--- config.mk ---
export PLATFORM = sky130hd
export DESIGN_NAME = lsu_ctrl
export DESIGN_NICKNAME = d
export VERILOG_FILES = /design/src/rtl/rysy_pkg.sv /design/src/rtl/lsu_be_gen.sv /design/src/rtl/lsu_ctrl.sv
export SDC_FILE = /design/constraint.sdc
export NUM_CORES = 1
export LEC_CHECK = 0
export BUFFER_PORTS_ARGS = -buffer_cell sky130_fd_sc_hd__clkbuf_2
export CORE_MARGIN = 4
export CORE_UTILIZATION = 40
export DETAILED_ROUTE_END_ITERATION = 8
export PLACE_DENSITY = 0.73
export SLEW_MARGIN = 10
export SYNTH_ARGS = -nofsm -noshare
export SYNTH_HDL_FRONTEND = slang
export SYNTH_SLANG_ARGS = --single-unit
--- constraint.sdc ---
create_clock -name clk -period 1.9 [get_ports clk]
set_clock_uncertainty 0.15 [all_clocks]
set_input_delay 0.285 -clock clk [delete_from_list [all_inputs] [get_ports clk]]
set_output_delay 0.285 -clock clk [all_outputs]
set_load 0.1 [all_outputs]
--- src/rtl/rysy_pkg.sv ---
// rtl/rysy_pkg.sv - shared access-type codes, register width and LSU state encoding
package rysy_pkg;

  localparam int REG_LEN = 32;

  // Access-type codes shared with select_rd
  localparam logic [2:0] LSU_SB  = 3'b000;
  localparam logic [2:0] LSU_SH  = 3'b001;
  localparam logic [2:0] LSU_SW  = 3'b010;
  localparam logic [2:0] LSU_SBU = 3'b011;
  localparam logic [2:0] LSU_SHU = 3'b100;

  typedef enum logic [1:0] {
    ST_IDLE = 2'd0,
    ST_REQ  = 2'd1,
    ST_WAIT = 2'd2
  } lsu_state_e;

endpackage

--- src/rtl/lsu_be_gen.sv ---
// rtl/lsu_be_gen.sv - byte enables, lane-replicated write data and misalign flag
module lsu_be_gen
  import rysy_pkg::*;
(
  input  logic [2:0]         acc_type,
  input  logic [1:0]         addr_lo,
  input  logic [REG_LEN-1:0] wdata,
  output logic [3:0]         be,
  output logic [REG_LEN-1:0] wdata_rep,
  output logic               misalign
);

  always_comb begin
    be        = 4'b0000;
    wdata_rep = wdata;
    misalign  = 1'b0;
    case (acc_type)
      LSU_SB, LSU_SBU: begin
        be        = 4'b0001 << addr_lo;
        wdata_rep = {4{wdata[7:0]}};
      end
      LSU_SH, LSU_SHU: begin
        be        = 4'b0011 << {addr_lo[1], 1'b0};
        wdata_rep = {2{wdata[15:0]}};
        misalign  = addr_lo[0];
      end
      LSU_SW: begin
        be       = 4'b1111;
        misalign = |addr_lo;
      end
      // Undefined type codes are rejected like a misaligned access
      default: misalign = 1'b1;
    endcase
  end

endmodule

--- src/rtl/lsu_ctrl.sv ---
// rtl/lsu_ctrl.sv - load/store sequencer between execute stage and data-memory port
module lsu_ctrl
  import rysy_pkg::*;
#(
  parameter int TIMEOUT = 16
) (
  input  logic               clk,
  input  logic               rst,
  input  logic               req_valid,
  output logic               req_ready,
  input  logic               req_we,
  input  logic [2:0]         req_type,
  input  logic [REG_LEN-1:0] req_addr,
  input  logic [REG_LEN-1:0] req_wdata,
  output logic               mem_req,
  output logic               mem_we,
  output logic [REG_LEN-1:0] mem_addr,
  output logic [3:0]         mem_be,
  output logic [REG_LEN-1:0] mem_wdata,
  input  logic               mem_gnt,
  input  logic               mem_rvalid,
  input  logic [REG_LEN-1:0] mem_rdata,
  output logic [REG_LEN-1:0] rdata,
  output logic [2:0]         sel_type,
  output logic [1:0]         sel_addr_old,
  output logic               done,
  output logic               err,
  output logic               stall
);

  localparam int CW = $clog2(TIMEOUT + 1);

  lsu_state_e         state_q, state_d;
  logic [CW-1:0]      cnt_q, cnt_d;
  logic               mem_req_d, mem_we_d, done_d, err_d;
  logic [REG_LEN-1:0] mem_addr_d, mem_wdata_d, rdata_d;
  logic [3:0]         mem_be_d;
  logic [2:0]         sel_type_d;
  logic [1:0]         sel_addr_old_d;

  logic [3:0]         gen_be;
  logic [REG_LEN-1:0] gen_wdata;
  logic               gen_misalign;

  lsu_be_gen u_be_gen (
    .acc_type  (req_type),
    .addr_lo   (req_addr[1:0]),
    .wdata     (req_wdata),
    .be        (gen_be),
    .wdata_rep (gen_wdata),
    .misalign  (gen_misalign)
  );

  assign req_ready = (state_q == ST_IDLE);
  assign stall     = ~req_ready & req_valid;

  always_comb begin
    state_d        = state_q;
    cnt_d          = cnt_q;
    mem_req_d      = mem_req;
    mem_we_d       = mem_we;
    mem_addr_d     = mem_addr;
    mem_be_d       = mem_be;
    mem_wdata_d    = mem_wdata;
    rdata_d        = rdata;
    sel_type_d     = sel_type;
    sel_addr_old_d = sel_addr_old;
    done_d         = 1'b0;
    err_d          = 1'b0;
    case (state_q)
      ST_IDLE: begin
        if (req_valid) begin
          sel_type_d     = req_type;
          sel_addr_old_d = req_addr[1:0];
          if (gen_misalign) begin
            err_d = 1'b1;
          end else begin
            mem_req_d   = 1'b1;
            mem_we_d    = req_we;
            mem_addr_d  = {req_addr[REG_LEN-1:2], 2'b00};
            mem_be_d    = gen_be;
            mem_wdata_d = gen_wdata;
            state_d     = ST_REQ;
          end
        end
      end
      ST_REQ: begin
        if (mem_gnt) begin
          mem_req_d = 1'b0;
          if (mem_we) begin
            done_d  = 1'b1;
            state_d = ST_IDLE;
          end else begin
            cnt_d   = '0;
            state_d = ST_WAIT;
          end
        end
      end
      ST_WAIT: begin
        // A response arriving on the final waiting cycle still wins over the timeout
        if (mem_rvalid) begin
          rdata_d = mem_rdata;
          done_d  = 1'b1;
          state_d = ST_IDLE;
        end else if (cnt_q + CW'(1) == CW'(TIMEOUT)) begin
          err_d   = 1'b1;
          state_d = ST_IDLE;
        end else begin
          cnt_d = cnt_q + CW'(1);
        end
      end
      default: state_d = ST_IDLE;
    endcase
  end

  always_ff @(posedge clk) begin
    if (rst) begin
      state_q      <= ST_IDLE;
      cnt_q        <= '0;
      mem_req      <= 1'b0;
      mem_we       <= 1'b0;
      mem_addr     <= '0;
      mem_be       <= 4'b0000;
      mem_wdata    <= '0;
      rdata        <= '0;
      sel_type     <= LSU_SW;
      sel_addr_old <= 2'b00;
      done         <= 1'b0;
      err          <= 1'b0;
    end else begin
      state_q      <= state_d;
      cnt_q        <= cnt_d;
      mem_req      <= mem_req_d;
      mem_we       <= mem_we_d;
      mem_addr     <= mem_addr_d;
      mem_be       <= mem_be_d;
      mem_wdata    <= mem_wdata_d;
      rdata        <= rdata_d;
      sel_type     <= sel_type_d;
      sel_addr_old <= sel_addr_old_d;
      done         <= done_d;
      err          <= err_d;
    end
  end

endmodule
# ---- Yosys cells after proc, flatten, opt, wreduce, memory -nomap -nowiden
# Index checks and enable logic that the tools add are counted.
dict set report word_totals {
  ff_bits 114
  in_bits 105
  output_inout_bits 111
  wordCells 73
}
dict set report op_classes {
  n_addsub 1
  eq_ne 14
  shifts 2
  mux 28
  n_bitwise 3
  reduce_logical 13
}
# cell count
set ops {}
lappend ops {{32-bit case mux with 2 select lines} 1}
lappend ops {{5-bit two-way mux} 4}
lappend ops {{2-bit two-way mux} 6}
lappend ops {{2-bit != test (second input constant)} 6}
lappend ops {{4-bit case mux with 3 select lines} 1}
lappend ops {{1-bit two-way mux} 10}
lappend ops {{5-bit case mux with 2 select lines} 1}
lappend ops {{4-bit AND reduction} 2}
lappend ops {{3-bit by 2-bit == test with 1-bit output (second input constant)} 2}
lappend ops {{1-bit case mux with 2 select lines} 3}
lappend ops {{2-bit case mux with 3 select lines} 1}
lappend ops {{2-bit OR reduction} 3}
lappend ops {{5-bit by 1-bit adder with 5-bit output (second input constant)} 1}
lappend ops {{5-bit == test (second input constant)} 1}
lappend ops {{5-bit AND reduction} 1}
lappend ops {{2-bit AND reduction} 2}
lappend ops {{2-bit nonzero test} 2}
lappend ops {{1-bit by 2-bit left shift with 4-bit output (first input constant)} 1}
lappend ops {{2-bit by 2-bit left shift with 4-bit output (first input constant)} 1}
lappend ops {{3-bit by 1-bit == test with 1-bit output (second input constant)} 1}
lappend ops {{3-bit == test (second input constant)} 1}
lappend ops {{3-bit logical NOT} 1}
lappend ops {{3-bit != test (second input constant)} 1}
lappend ops {{1-bit case mux with 3 select lines} 1}
lappend ops {{other kinds (6)} 7}

# ---- Depth between registers and ports, before layout
# Gate-level depths: netlist of the first run.
dict set report logic_depth {
  word_depth 6
  mapped_depth 10
  depth_no_buf 7
}

# ---- By module
# From an unflattened synthesis of the first run, not the netlist that was laid out.
dict set report unflattened {
  cells_unflattened 617
  hier_area_um2 5018.6
}
# mod n_inst cells_per_inst area_each_um2 seq_area_each_um2
set modules_own_cells {}
lappend modules_own_cells {lsu_ctrl 1 532 4265.3 2282.2}
lappend modules_own_cells {lsu_be_gen 1 85 753.2 0.0}

# ---- Least setup slack after synthesis of the first run
# Ideal clock, no wire load.
dict set report synth_path {
  kind {reg2out}
  startpoint {reg state_q[0]}
  endpoint {out stall}
  arrival_time_ns 2.467
  required_ns 1.465
  setup_slack_ns -1.002
  path_stages_with_launch 4
  n_path_buf 0
  path_cell_list {dfxtp_1 > inv_1 > ha_1 > nor2b_1}
}
dict set report synth_between {
  elab_chain_len 3
}
# item line
set synth_lines {}
lappend synth_lines {{start: declaration} lsu_ctrl.sv:33} ;# lsu_state_e state_q, state_d;
lappend synth_lines {{start signal: assignment} lsu_ctrl.sv:131} ;# state_q <= state_d;
lappend synth_lines {{2-bit logical NOT} lsu_ctrl.sv:54} ;# assign req_ready = (state_q == ST_IDLE);
lappend synth_lines {{via req_ready} lsu_ctrl.sv:10} ;# output logic req_ready,
lappend synth_lines {{1-bit NOT} lsu_ctrl.sv:55} ;# assign stall = ~req_ready & req_valid;
lappend synth_lines {{1-bit bitwise AND} lsu_ctrl.sv:55}
lappend synth_lines {{end: declaration} lsu_ctrl.sv:28} ;# output logic stall
# The timed path passes the listed nets, and every way through them passes these cells.

# ---- Worst setup path in the final report of the first run
dict set report layout_path {
  startpoint {reg state_q[0]}
  endpoint {out stall}
}
dict set report layout_between {
  elab_chain_len 3
}
# item line
set layout_lines {}
lappend layout_lines {{2-bit logical NOT} lsu_ctrl.sv:54}
lappend layout_lines {{1-bit NOT} lsu_ctrl.sv:55}
lappend layout_lines {{1-bit bitwise AND} lsu_ctrl.sv:55}
# No other way between the ends.

==> results.json, run 1 <==
{
  "post-dp-hpwl_mm": 10.3,
  "htreeDepth": 4,
  "whs_ns": 0.0155,
  "p_int_mw": 5.24,
  "io_pins": 216,
  "hold_violations": 0,
  "synth_top_cell_by_area": "dfxtp_1",
  "synth_top_family_by_area": "simple AND/OR/NAND/NOR gates",
  "start_util_pct": 41.0,
  "finalPower_mw": 8.85,
  "holdCritPathClass": "in2reg",
  "power_density_mw_per_mm2": 1220,
  "clock_sinks": 114,
  "antenna_found_initial": 0,
  "critical_path_peak_fanout": 6,
  "drc": 0,
  "via_per_inst": 5.12,
  "rows": 39,
  "fillers": 923,
  "worstPathCellList": "inv_2, ha_4, nor2b_2, buf_12",
  "relSlewSlack_pct": 61.6,
  "drive_above_1_share_pct": 32.1,
  "core-area_mm2": 0.0115,
  "syn_area_mm2": 0.00471,
  "syn2layout_area_growth_pct": 53.9,
  "yosys.area.top_type_share_pct": 48.5,
  "pwr-share-comb_pct": 35.4,
  "cp.required_ns": 1.46,
  "drtIter0Drc": 273,
  "die_area_mm2": 0.0136,
  "drv_cap": 0,
  "avgSynthCellArea_um2": 8.02,
  "root_buffer": "clkbuf_16",
  "cp-start-kind": "flip-flop",
  "final_common_cell": "clkbuf_2",
  "netSwitchingPower_mw": 3.61,
  "post_drt_wl_per_cell_um": 15.7,
  "portBuffers": 213,
  "p_leak_nw": 3.19,
  "cts_tree": "done",
  "ys_top_cells_by_area": "dfxtp_1 48%, nand2_1 14%, a21oi_1 8.7%",
  "grt_start_max_net_pins": 40,
  "drt_first_pass_iters": 5,
  "period_share_pct": 94.7,
  "insertion_delay_ns": 0.41,
  "vias": 5220,
  "overflow": 0,
  "synthCells": 587,
  "post_cts_buffers": 0,
  "report.final.slew_viol_count": 0,
  "p_clk_share_pct": 33.5,
  "die_width_um": 116,
  "cp_slowest_stage_delay_ns": 0.37,
  "clk_pin_slew_ns": 0.05,
  "rsz0062_at_grt": "false",
  "peakVddDrop_uv": 830,
  "synth_sequential_area_ratio_pct": 48.5,
  "synth-simple-area-share_pct": 23.2,
  "place_congestion": 0.842,
  "end_kind": "output pin",
  "dpl.cell_count": 923,
  "post-route-util_pct": 63.1,
  "design_area_mm2": 0.00724,
  "detail-route-antenna-nets": 0,
  "status": "finished clean",
  "synthXorXnorAreaFrac_pct": 0.186,
  "slowest_stage": "dfxtp_1",
  "cts_buffers": 17,
  "seqPwrFrac_pct": 31.1,
  "fin_nets": 972,
  "stdcell_count": 1019,
  "ys_ff_latch": 114,
  "setup_viol": 0,
  "synthMuxAreaShare_pct": 4.31,
  "diodes": 0,
  "placed_area_mm2": 0.00603,
  "routed_wl_mm": 16.0,
  "arrival_ns": 1.36,
  "die_h_um": 116,
  "grt_pass1_vias": 5128,
  "crit_type": "reg2out",
  "switching_share_pct": 40.8,
  "cts_buffer_depth": 2,
  "timing.final.crit_period_ns": 1.80,
  "yosys.area_share.adder_pct": 1.30,
  "synth_compound_area_share_pct": 17.0,
  "grtUsageTotal_pct": 23.6,
  "yosysWarningCount": 0,
  "worst_pin_slew_ns": 0.579,
  "final_cell_mix": "210 x clkbuf_2, 178 x nand2_1, 113 x dfxtp_1, 82 x a21oi_1, 64 x dlygate4sd3_1",
  "max_freq_mhz": 556,
  "grt_pass1_wl_mm": 25.0,
  "synth.distinct_cells": 44
}
[state kept, by name, summed over array words and instances, names as in the netlist]
register	flops
err	1
sel_type	3
state_q	2
mem_we	1
sel_addr_old	2
cnt_q	5
mem_wdata	32
mem_req	1
rdata	32
done	1
mem_be	4
mem_addr	30
[final timing paths]
| path | cells past startpoint | from | endpoint | slack (ns) |
|---|---|---|---|---|
| setup / recovery | 4 | state_q[0] | stall | 0.10 |
| hold / removal | 3 | req_wdata[24] | mem_wdata[24] | 0.02 |
| setup reg to reg | 6 | state_q[0] | rdata[18] | 0.13 |
| hold reg to reg | 2 | rdata[8] | rdata[8] | 0.30 |
[through the flow]
step / setup TNS, ns / setup slack (ns)
floorplan: -0.0469 / -0.0469
global placement: 0 / 0.0210
detailed placement: -0.167 / -0.0401
CTS: 0 / 0.0577
global route: 0 / 0.00269
finish: 0 / 0.101
[final cells by class]
| type | count | area (um2) | share of cell area, % |
|---|---|---|---|
| clock inverters | 4 | 20.0 | 0.276 |
| clock buffers | 28 | 537 | 7.41 |
| multi-input cells | 421 | 2200 | 30.4 |
| repair buffers | 303 | 2000 | 27.6 |
| well taps | 143 | 179 | 2.47 |
| inverters | 6 | 22.5 | 0.311 |
| flip-flops and latches | 114 | 2280 | 31.5 |
[synthesized netlist by cell type]
cell	instances
nand2_1	178
dfxtp_1	114
a21oi_1	82
nor2_1	33
clkbuf_1	29
a211oi_1	28
nor3_1	22
mux2i_1	18
o221ai_1	8
buf_2	7
buf_4	7
nand2b_1	7
inv_1	6
ha_1	4
nand3_1	4
buf_6	3
nor2b_1	3
o21ai_0	3
a31oi_1	2
and2_1	2
mux2_2	2
nor4b_1	2
o22ai_1	2
a21o_1	1
a22oi_1	1
a2bb2oi_1	1
a32o_1	1
a41oi_1	1
and2_0	1
and3b_1	1
buf_1	1
conb_1	1
maj3_2	1
nand2b_4	1
nand3b_1	1
nor2_2	1
nor3b_1	1
nor3b_2	1
o21ba_1	1
o22a_1	1
o32ai_1	1
or2_2	1
or3_1	1
xnor2_1	1
[worst max-delay path, delay by kind of cell, from the launching register on]
kind | cells | cell delay [ns]
DFF | 1 | 0.37
and+or+nand+nor | 1 | 0.15
buffers and inverters | 2 | 0.26
adders and majority gates | 1 | 0.18
[power groups by stage]
| stage | clock network (mW) | registers (mW) | logic [mW] |
|---|---|---|---|
| after global routing | 3.11 | 2.77 | 3.29 |
| after detailed placement | 0 | 2.79 | 3.01 |
| after CTS | 3.01 | 2.75 | 3.12 |
| final | 2.97 | 2.75 | 3.13 |
| after floorplan | 0 | 4.34 | 0.848 |
| after global placement | 0 | 2.79 | 3.00 |
[per-layer routing]
metal	wire length (um)	vias up	global-route usage, %
met1	6460	2414	28.4
met3	1280	36	7.25
met4	423	0	11.4
met2	7830	234	38.2
li1	-	2536	-
met5	0	-	0
[cells by family (layout without fill, tap and decap cells)]
family | count (synthesis) | after routing
xor+xnor | 1 | 1
compound gates | 133 | 133
simple gates | 260 | 260
mux | 20 | 20
other cells | 1 | 2
buf+inv | 53 | 341
fa+ha+maj | 5 | 5
flops | 114 | 114
[timing repair]
action	CTS	global route
gates resized for setup	0	3
endpoints found under the setup margin	0	3
hold buffers	63	1
endpoints found under the hold margin	63	1
Power figures use the tool's default switching activity.
==> run 2: changes to the inputs <==
- ABC_AREA: not set -> 1
- CORE_UTILIZATION: 40 -> 42
- PLACE_DENSITY: 0.73 -> 0.76
==> run 2 against run 1 <==
Net effect: global-route usage grew 2.0 points; clock-buffer cell count shrank 7; synthesized area shrank 2.5%; power shrank 14%; largest cell class unchanged; critical path depth grew 8.
==> results.json, run 2 <==
{
  "relSlewSlack_pct": 61.0,
  "grtUsageTotal_pct": 25.5,
  "drive_above_1_share_pct": 32.6,
  "start_util_pct": 43.9,
  "drc": 0,
  "power_density_mw_per_mm2": 1030,
  "slowest_stage": "dlygate4sd3_1",
  "reg.largest.list": "mem_wdata x32, rdata x32, mem_addr x30",
  "crit_type": "in2reg",
  "p_int_mw": 4.88,
  "portBuffers": 213,
  "ys_ff_latch": 114,
  "cp.required_ns": 2.13,
  "htreeDepth": 4,
  "cp_num_buf_inv": 5,
  "met3_wirelength_mm": 1.39,
  "post-dp-hpwl_mm": 10.4,
  "path_delay_family": "buffers and inverters",
  "die_area_mm2": 0.0127,
  "whs_ns": 0.0245,
  "cp_common_cell": "nand2_1",
  "pre_cts_slack_ns": 0.0425,
  "worstPathCellList": "dlygate4sd3_1, clkbuf_2, buf_4, nand2_1, nand2_1, nand2_2, nand4_4, nor2_8, inv_4, buf_12, nor3_2, nor2_1",
  "yosysWarningCount": 0,
  "end_kind": "flip-flop",
  "diodes": 0,
  "synthXorXnorAreaFrac_pct": 0,
  "vias": 5377,
  "io_pins": 216,
  "synthMuxAreaShare_pct": 0.245,
  "drt_first_pass_iters": 4,
  "grt_pass1_wl_mm": 26.2,
  "yosys.area_share.adder_pct": 1.09,
  "die_h_um": 113,
  "syn_area_mm2": 0.00459,
  "clk_pin_slew_ns": 0.06,
  "grt_start_max_net_pins": 52,
  "rows": 37,
  "core-area_mm2": 0.0105,
  "die_width_um": 113,
  "routed_wl_mm": 16.3,
  "report.final.slew_viol_count": 0,
  "synth_enable_flop_cells": 0,
  "overflow": 0,
  "rsz0062_at_grt": "true",
  "syn2layout_area_growth_pct": 62.3,
  "seqPwrFrac_pct": 34.6,
  "drtIter0Drc": 428,
  "critical_path_peak_fanout": 51,
  "top_layer_used": "met4",
  "cts_tree": "done",
  "detail-route-antenna-nets": 0,
  "stdcell_count": 1084,
  "switching_share_pct": 36.3,
  "setup_viol": 0,
  "synth_commonest_cells": "204 x nor2_1, 114 x dfxtp_1, 109 x o21ai_0, 42 x nand2_1, 40 x inv_1",
  "period_share_pct": 99.0,
  "finalPower_mw": 7.66,
  "cp_slowest_stage_delay_ns": 0.54,
  "post-route-util_pct": 71.2,
  "synth_sequential_area_ratio_pct": 49.7,
  "synth_top_cell_by_area": "dfxtp_1",
  "final_cell_mix": "211 x clkbuf_2, 199 x nor2_1, 111 x dfxtp_1, 107 x o21ai_0, 86 x dlygate4sd3_1",
  "drt-met1-wl_mm": 6.39,
  "pwr-share-comb_pct": 27.8,
  "antenna_found_initial": 0,
  "cp-start-kind": "input pin",
  "fin_ws_ns": 0.0181,
  "via_per_inst": 4.96,
  "root_buffer": "clkbuf_8",
  "peakVddDrop_uv": 653,
  "post_drt_wl_per_cell_um": 15.0,
  "p_clk_share_pct": 37.5,
  "async_flop_share_pct": 0,
  "wl_met2_mm": 7.84,
  "arrival_ns": 2.12,
  "fin_nets": 1045,
  "timing.final.crit_period_ns": 1.88,
  "synthFlopType": "dfxtp_1",
  "holdCritPathClass": "in2reg",
  "cts_buffers": 17,
  "drv_cap": 0,
  "grt_pass1_vias": 5430,
  "insertion_delay_ns": 0.50,
  "synth.most_common_cell": "nor2_1",
  "hold_violations": 0,
  "yosys.area.top_type_share_pct": 49.7,
  "dpl.cell_count": 965,
  "synth.distinct_cells": 28,
  "final_common_cell": "clkbuf_2",
  "status": "finished clean",
  "avgSynthCellArea_um2": 7.30,
  "p_leak_nw": 3.64,
  "synth_top_family_by_area": "simple AND/OR/NAND/NOR gates",
  "ys_top_cells_by_area": "dfxtp_1 50%, nor2_1 17%, o21ai_0 12%",
  "max_freq_mhz": 531,
  "worst_pin_slew_ns": 0.588,
  "netSwitchingPower_mw": 2.78,
  "synth-simple-area-share_pct": 25.1,
  "synthCells": 629,
  "synth_compound_area_share_pct": 16.1,
  "place_congestion": 0.834,
  "cts_buffer_depth": 2,
  "clock_sinks": 114
}
-- run 2: changes by cell type after synthesis, sizes merged, moves of 8 or more --
cell    change
a211oi     -28
a21oi      -66
clkbuf     -10
inv        +39
mux2i      -18
nand2     -135
nand2b      -8
nor2      +171
o21ai     +114
o221ai      -8
-- run 2: cell type report --
class                   instances  area (um2)
clock buffers                  21         459
flip-flops and latches        114        2290
inverters                      45         171
clock inverters                10        85.1
repair buffers                324        2190
multi-input cells             434        2090
well taps                     136         170
fillers                       793        3020
-- run 2: through the flow --
| step | setup TNS, ns | cell area (um2) |
|---|---|---|
| after floorplan | 0 | 4610 |
| after global placement | 0 | 5890 |
| after detailed placement | 0 | 5890 |
| after CTS | 0 | 7300 |
| after global routing | -0.391 | 7450 |
| final | 0 | 7450 |
-- run 2: repair_timing --
item                                    4_1_cts  5_1_grt
setup buffers                                 0        2
pin swaps                                     0        2
hold buffers                                 86        0
hold endpoints to repair                     91        0
endpoints found under the setup margin        2       53
resized for setup                             3       32
-- run 2: power by group through the flow --
stage | Combinational, mW | Clock [mW] | Sequential [mW]
after floorplan | 0.472 | 0 | 3.72
after global placement | 1.92 | 0 | 2.69
after detailed placement | 1.93 | 0 | 2.69
after CTS | 2.07 | 2.94 | 2.65
after global routing | 2.25 | 3.05 | 2.67
final | 2.13 | 2.87 | 2.65
-- run 2: worst min-delay path, delay by kind of cell --
kind	cells	cell delay [ns]
buf+inv	2	0.13
simple gates	2	0.15
compound gates	1	0.07
-- run 2: cell families (layout without fill, tap and decap cells) --
family / count (synthesis) / after routing
DFF: 114 / 114
buffers and inverters: 82 / 400
adders and majority gates: 4 / 4
AOI/OAI and AO/OA: 144 / 144
and+or+nand+nor: 283 / 283
muxes: 1 / 1
other: 1 / 2
-- run 2: worst paths after layout --
path	from	end	slack, ns	cells after the start
setup / recovery	req_type[0]	mem_wdata[13]	0.02	12
hold / removal	req_wdata[16]	mem_wdata[16]	0.02	5
setup reg to reg	state_q[0]	mem_wdata[13]	0.17	9
hold reg to reg	mem_req	mem_req	0.31	2
-- run 2: routing by layer --
layer	track usage (%)	vias up
li1	-	2647
met1	28.8	2428
met2	43.2	252
met3	8.57	50
met4	12.6	0
met5	0	-
